### config.mk
export PLATFORM = sky130hd
export DESIGN_NAME = sword_duel_ctrl
export DESIGN_NICKNAME = d
export VERILOG_FILES = /design/src/rtl/sword_pkg.sv /design/src/rtl/sword_rr_arbiter.sv /design/src/rtl/sword_duel_ctrl.sv
export SDC_FILE = /design/constraint.sdc
export NUM_CORES = 1
export LEC_CHECK = 0
export CAP_MARGIN = 10
export CORE_MARGIN = 2
export CORE_UTILIZATION = 50
export DETAILED_ROUTE_END_ITERATION = 7
export PLACE_DENSITY = 0.74
export SYNTH_ARGS = -nofsm -noshare
export SYNTH_HDL_FRONTEND = slang
export SYNTH_SLANG_ARGS = --single-unit
### constraint.sdc
create_clock -name clk -period 2.2 [get_ports clk]
set_clock_uncertainty 0.05 [all_clocks]
set_input_delay 0.33 -clock clk [delete_from_list [all_inputs] [get_ports clk]]
set_output_delay 0.33 -clock clk [all_outputs]
set_load 0.01 [all_outputs]
### src/rtl/sword_pkg.sv
// Shared definitions for the sword duel round controller.
// Contents: duel state encoding, player-index width helper and the default
// countdown / GO-window lengths used as parameter defaults by sword_duel_ctrl.
package sword_pkg;

  localparam int unsigned DEF_DELAY_CYCLES   = 16;
  localparam int unsigned DEF_TIMEOUT_CYCLES = 64;

  typedef enum logic [1:0] {
    IDLE = 2'd0,
    ARM  = 2'd1,
    GO   = 2'd2,
    DONE = 2'd3
  } duel_state_t;

  // Bits needed to index n players (never less than one bit).
  function automatic int unsigned idx_w(input int unsigned n);
    return (n > 1) ? 32'($clog2(n)) : 32'd1;
  endfunction

endpackage

### src/rtl/sword_rr_arbiter.sv
// Combinational round-robin arbiter for simultaneous sword presses.
// Scans req starting at index ptr, upward with wrap, and grants the first set bit.
// Ports:
//   req       in  N      request vector (eligible presses)
//   ptr       in  IDX_W  highest-priority index for this scan
//   gnt_valid out 1      at least one request present
//   gnt_idx   out IDX_W  granted index, meaningful only with gnt_valid
module sword_rr_arbiter
  import sword_pkg::*;
#(
  parameter  int unsigned N     = 4,
  localparam int unsigned IDX_W = idx_w(N)
) (
  input  logic [N-1:0]     req,
  input  logic [IDX_W-1:0] ptr,
  output logic             gnt_valid,
  output logic [IDX_W-1:0] gnt_idx
);

  // First requester found in the rotated scan order wins.
  always_comb begin
    gnt_valid = 1'b0;
    gnt_idx   = '0;
    for (int unsigned i = 0; i < N; i++) begin
      if (!gnt_valid && req[IDX_W'((32'(ptr) + i) % N)]) begin
        gnt_valid = 1'b1;
        gnt_idx   = IDX_W'((32'(ptr) + i) % N);
      end
    end
  end

endmodule

### src/rtl/sword_duel_ctrl.sv
// Round controller for one sword duel between N_PLAYERS players.
// Arms a round, runs a DELAY_CYCLES countdown (presses there are fouls), raises
// go for up to TIMEOUT_CYCLES cycles and records the first legal press as the
// winner; ties are broken round-robin.
// Optional feature macro: SWORD_DUEL_SCORE_EN adds saturating per-player score
// counters and the score port.
// Ports:
//   clk          in  1                  rising-edge clock
//   reset        in  1                  synchronous, active-high
//   start        in  1                  begin a round (IDLE/DONE only)
//   sw           in  N_PLAYERS          per-player sword press level
//   busy         out 1                  round in progress (ARM or GO)
//   go           out 1                  GO window open
//   done         out 1                  round finished
//   winner_valid out 1                  round produced a winner
//   winner_id    out IDX_W              winner index
//   foul         out N_PLAYERS          players that pressed during the countdown
//   score        out N_PLAYERS*SCORE_W  per-player wins (SWORD_DUEL_SCORE_EN only)
module sword_duel_ctrl
  import sword_pkg::*;
#(
  parameter  int unsigned N_PLAYERS      = 4,
  parameter  int unsigned DELAY_CYCLES   = DEF_DELAY_CYCLES,
  parameter  int unsigned TIMEOUT_CYCLES = DEF_TIMEOUT_CYCLES,
  parameter  int unsigned SCORE_W        = 4,
  localparam int unsigned IDX_W          = idx_w(N_PLAYERS)
) (
  input  logic                 clk,
  input  logic                 reset,
  input  logic                 start,
  input  logic [N_PLAYERS-1:0] sw,
  output logic                 busy,
  output logic                 go,
  output logic                 done,
  output logic                 winner_valid,
  output logic [IDX_W-1:0]     winner_id,
  output logic [N_PLAYERS-1:0] foul
`ifdef SWORD_DUEL_SCORE_EN
  ,
  output logic [N_PLAYERS*SCORE_W-1:0] score
`endif
);

  localparam int unsigned CNT_MAX = (DELAY_CYCLES > TIMEOUT_CYCLES) ? DELAY_CYCLES : TIMEOUT_CYCLES;
  localparam int unsigned CNT_W   = (CNT_MAX > 1) ? 32'($clog2(CNT_MAX)) : 32'd1;

  duel_state_t            state_q, state_d;
  logic [CNT_W-1:0]       cnt_q, cnt_d;
  logic [IDX_W-1:0]       ptr_q, ptr_d;
  logic [N_PLAYERS-1:0]   foul_d;
  logic                   winner_valid_d;
  logic [IDX_W-1:0]       winner_id_d;
  logic [N_PLAYERS-1:0]   foul_acc;
  logic                   gnt_valid;
  logic [IDX_W-1:0]       gnt_idx;

  // Fouls accumulated including this cycle's presses.
  assign foul_acc = foul | sw;

  // Only players without a foul may win.
  sword_rr_arbiter #(
    .N (N_PLAYERS)
  ) u_arb (
    .req       (sw & ~foul),
    .ptr       (ptr_q),
    .gnt_valid (gnt_valid),
    .gnt_idx   (gnt_idx)
  );

  // Next-state, counter, foul, pointer and result logic.
  always_comb begin
    state_d        = state_q;
    cnt_d          = cnt_q;
    ptr_d          = ptr_q;
    foul_d         = foul;
    winner_valid_d = winner_valid;
    winner_id_d    = winner_id;
    case (state_q)
      IDLE, DONE: begin
        if (start) begin
          state_d        = ARM;
          cnt_d          = CNT_W'(DELAY_CYCLES - 1);
          foul_d         = '0;
          winner_valid_d = 1'b0;
          winner_id_d    = '0;
        end
      end
      ARM: begin
        foul_d = foul_acc;
        // Everyone fouled: nobody can win, end the round without a GO window.
        if (&foul_acc) begin
          state_d = DONE;
        end else if (cnt_q == '0) begin
          state_d = GO;
          cnt_d   = CNT_W'(TIMEOUT_CYCLES - 1);
        end else begin
          cnt_d = cnt_q - CNT_W'(1);
        end
      end
      GO: begin
        if (gnt_valid) begin
          state_d        = DONE;
          winner_valid_d = 1'b1;
          winner_id_d    = gnt_idx;
          ptr_d          = (gnt_idx == IDX_W'(N_PLAYERS - 1)) ? '0 : gnt_idx + IDX_W'(1);
        end else if (cnt_q == '0) begin
          state_d = DONE;
        end else begin
          cnt_d = cnt_q - CNT_W'(1);
        end
      end
      default: state_d = IDLE;
    endcase
  end

  // State register; status outputs are decoded from the next state so they
  // change in the same cycle as the state itself.
  always_ff @(posedge clk) begin
    if (reset) begin
      state_q      <= IDLE;
      cnt_q        <= '0;
      ptr_q        <= '0;
      foul         <= '0;
      winner_valid <= 1'b0;
      winner_id    <= '0;
      busy         <= 1'b0;
      go           <= 1'b0;
      done         <= 1'b0;
    end else begin
      state_q      <= state_d;
      cnt_q        <= cnt_d;
      ptr_q        <= ptr_d;
      foul         <= foul_d;
      winner_valid <= winner_valid_d;
      winner_id    <= winner_id_d;
      busy         <= (state_d == ARM) || (state_d == GO);
      go           <= (state_d == GO);
      done         <= (state_d == DONE);
    end
  end

`ifdef SWORD_DUEL_SCORE_EN
  logic [N_PLAYERS-1:0][SCORE_W-1:0] score_q;

  // Winner's counter bumps on entry to DONE, saturating at all-ones.
  always_ff @(posedge clk) begin
    if (reset) begin
      score_q <= '0;
    end else if ((state_q == GO) && gnt_valid && (score_q[gnt_idx] != '1)) begin
      score_q[gnt_idx] <= score_q[gnt_idx] + SCORE_W'(1);
    end
  end

  assign score = score_q;
`else
  logic unused_score_w;
  assign unused_score_w = ^SCORE_W;
`endif

endmodule
==> reports/metrics.csv <==
metric;value;unit
cellLeakagePower;0.540;nW
totalWireLength;2760;microns
max-cap-violations;0;
initial_core_util;0.528;
fmax;465;MHz
crit_chain;inv_2, ha_2, or4b_4, o21ai_2, a21oi_1, o32ai_2, ha_1, nor2_1;
die_h;52.1;microns
core-area;2190;sq um
drt_iter0_drc;50;
critical_path_class;reg -> reg;
antenna_found_initial;0;
drive_gt1_frac;0.151;
peakVddDrop;0.493;mV
synth_nets;153;
startpoint_type;flip-flop;
syn_inst;142;
avgSynthCellArea;8.15;sq um
die_w;52.1;microns
stdcell_count;194;
hold_buffers;0;
synthFlopType;dfxtp_1;
endpoint_kind;flip-flop;
grt_pass1_wl;4660;microns
post-route-drc-count;0;
synth_edf_count;0;
overflow;0;
crit_buf_inv;1;
num_antenna_cells;0;
cts_tree;built;
clock-sinks;20;
syn_to_final_growth;26.3;%
clkLatencyLatePin;0.30;ns
cp_max_fo;6;
relSlewSlack;0.725;
ys_types;44;
postRouteAntennaNets;0;
cp_slowest_stage_delay;0.52;ns
clk_pin_slew_worst_paths;0.12;ns
dp_cells;190;
ys_seq_elements;20;
io_buffers;16;
fillCellCount;192;
cpLargestDelayFamily;simple AND/OR/NAND/NOR gates;
dieArea;2720;sq um
worst_pin_slew;0.411;ns
io_pins;17;
hold_viol;0;
setup_tns;0;ns
cp_slowest_cell;or4b_4;
run_status;finished clean;
hold_class;reg -> reg;
cts_max_level;1;
period_minus_slack;2.15;ns
netlist_area;1160;sq um
grt_usage;0.232;
clockBufferDepth;2;
crit_required;2.40;ns
finalNetCount;178;
async_flop_share;0;
post_cts.repair.setup_buffers;0;
cts_buffers;3;
wire_per_inst;14.2;microns
yosys_warnings;0;
timing.final.crit_share;0.978;
dr_total_vias;1158;
grt_start_max_net_pins;19;
root_buffer;clkbuf_4;
gp_congestion;0.943;
drt_pass1_iterations;4;
avgViaCountPerCell;5.97;
row_count;17;
seq_area_frac_synth;0.346;
report.final.setup_viol;0;
slew_violations;0;
p_per_area;747;nW/um^2
arrival;2.35;ns
total_power;1.09;mW
grt_pass1_vias;1028;
dp_hpwl;2050;microns
## synth_stat cells, types with 2 or more instances
cell       number  area share
or3_1           3       0.016
nor3_1         11       0.048
nand2_1         5       0.016
dfxtp_1        20        0.35
a2bb2oi_1       2       0.015
nor3b_1         2       0.013
nor2b_1         4       0.022
o22ai_1         3       0.016
and2_1          2       0.011
clkbuf_1        3      0.0097
nand2b_1        5       0.027
inv_1           9       0.029
ha_1            4       0.043
a21oi_1        21       0.091
nor2_1         10       0.032
a211oi_1        2       0.013
o211ai_1        2       0.013
a21boi_0        3       0.019
o21ai_0         6       0.026
## routing by layer
layer / vias up / track usage / routed length [microns]
met5: - / 0 / 0
met4: 0 / 0.114 / 27
met3: 4 / 0.0402 / 119
met2: 30 / 0.350 / 1330
met1: 544 / 0.318 / 1280
li1: 580 / - / -
## power by group
part / internal (mW) / total (mW) / switching [mW] / leakage, nW
Clock: 0.184 / 0.305 / 0.121 / 0.0279
Sequential: 0.393 / 0.428 / 0.0350 / 0.164
Combinational: 0.168 / 0.359 / 0.191 / 0.349
Total: 0.745 / 1.09 / 0.347 / 0.540
## stage by stage
stage	utilization	area [sq um]	setup slack, ns	hold WS (ns)
2_1_floorplan	-	1160	0.163	0.426
3_3_place_gp	0.636	1390	0.00570	0.389
3_5_place_dp	0.636	1390	-0.00987	0.405
4_1_cts	0.660	1450	0.0224	0.423
5_1_grt	0.667	1460	-0.0145	0.458
6_report	0.667	1460	0.0487	0.421
## sequential cells by signal, indices dropped and copies added (netlist names)
register,flops
cnt_q,6
go,1
winner_id,2
foul,4
done,1
ptr_q,2
winner_valid,1
state_q,2
busy,1
## worst register-to-register path, cell delays in order (launching register included)
cell     delay [ns]
dfxtp_2        0.36
inv_2          0.06
ha_2           0.19
or4b_4         0.52
o21ai_2        0.14
a21oi_1        0.09
o32ai_2        0.32
ha_1           0.28
nor2_1         0.10
## logic make-up (layout without fill, tap and decap cells)
| family | after synthesis | in the layout | share of synthesized area |
|---|---|---|---|
| compound gates | 52 | 52 | 0.301 |
| xor+xnor | 2 | 2 | 0.0151 |
| fa+ha+maj | 4 | 4 | 0.0432 |
| buf+inv | 14 | 38 | 0.0530 |
| flops | 20 | 20 | 0.346 |
| mux | 1 | 1 | 0.00865 |
| simple gates | 49 | 49 | 0.234 |
## area by class of cell
cell class,count,area [sq um],area share
flip-flops and latches,20,402,0.275
clock buffers,3,22.5,0.0154
repair buffers,25,228,0.156
inverters,9,33.8,0.0231
clock inverters,1,30.0,0.0205
well taps,28,35.0,0.0240
multi-input cells,108,711,0.486
## what timing repair did
action                                  in CTS  in global routing
gates cloned                                 0                  0
pin swaps                                    1                  3
endpoints found under the setup margin       1                  2
resized for setup                            1                  6
## placed cells by master (no fill, tap or decap), types with 2 or more instances in the layout
master / instances
a21oi_1: 21
dfxtp_1: 19
clkdlybuf4s50_1: 16
nor3_1: 11
nor2_1: 9
buf_4: 9
inv_1: 8
nand2_1: 5
nand2b_1: 5
o21ai_0: 5
nor2b_1: 4
a21boi_0: 3
o22ai_1: 3
or3_1: 3
ha_1: 3
clkbuf_4: 3
a221oi_2: 2
and2_1: 2
a211oi_1: 2
a2bb2oi_1: 2
o211ai_1: 2
nor3b_1: 2
## worst paths after layout
check / from / end / slack, ns / cells past startpoint
setup / recovery: cnt_q[0]$_SDFFE_PP0P_ / busy$_SDFF_PP0_ / 0.05 / 8
hold / removal: winner_id[0]$_SDFFE_PP0P_ / winner_id[0]$_SDFFE_PP0P_ / 0.42 / 2
setup reg to reg: cnt_q[0]$_SDFFE_PP0P_ / busy$_SDFF_PP0_ / 0.05 / 8
hold reg to reg: winner_id[0]$_SDFFE_PP0P_ / winner_id[0]$_SDFFE_PP0P_ / 0.42 / 2
No activity file was read; power rests on OpenSTA's default activity.
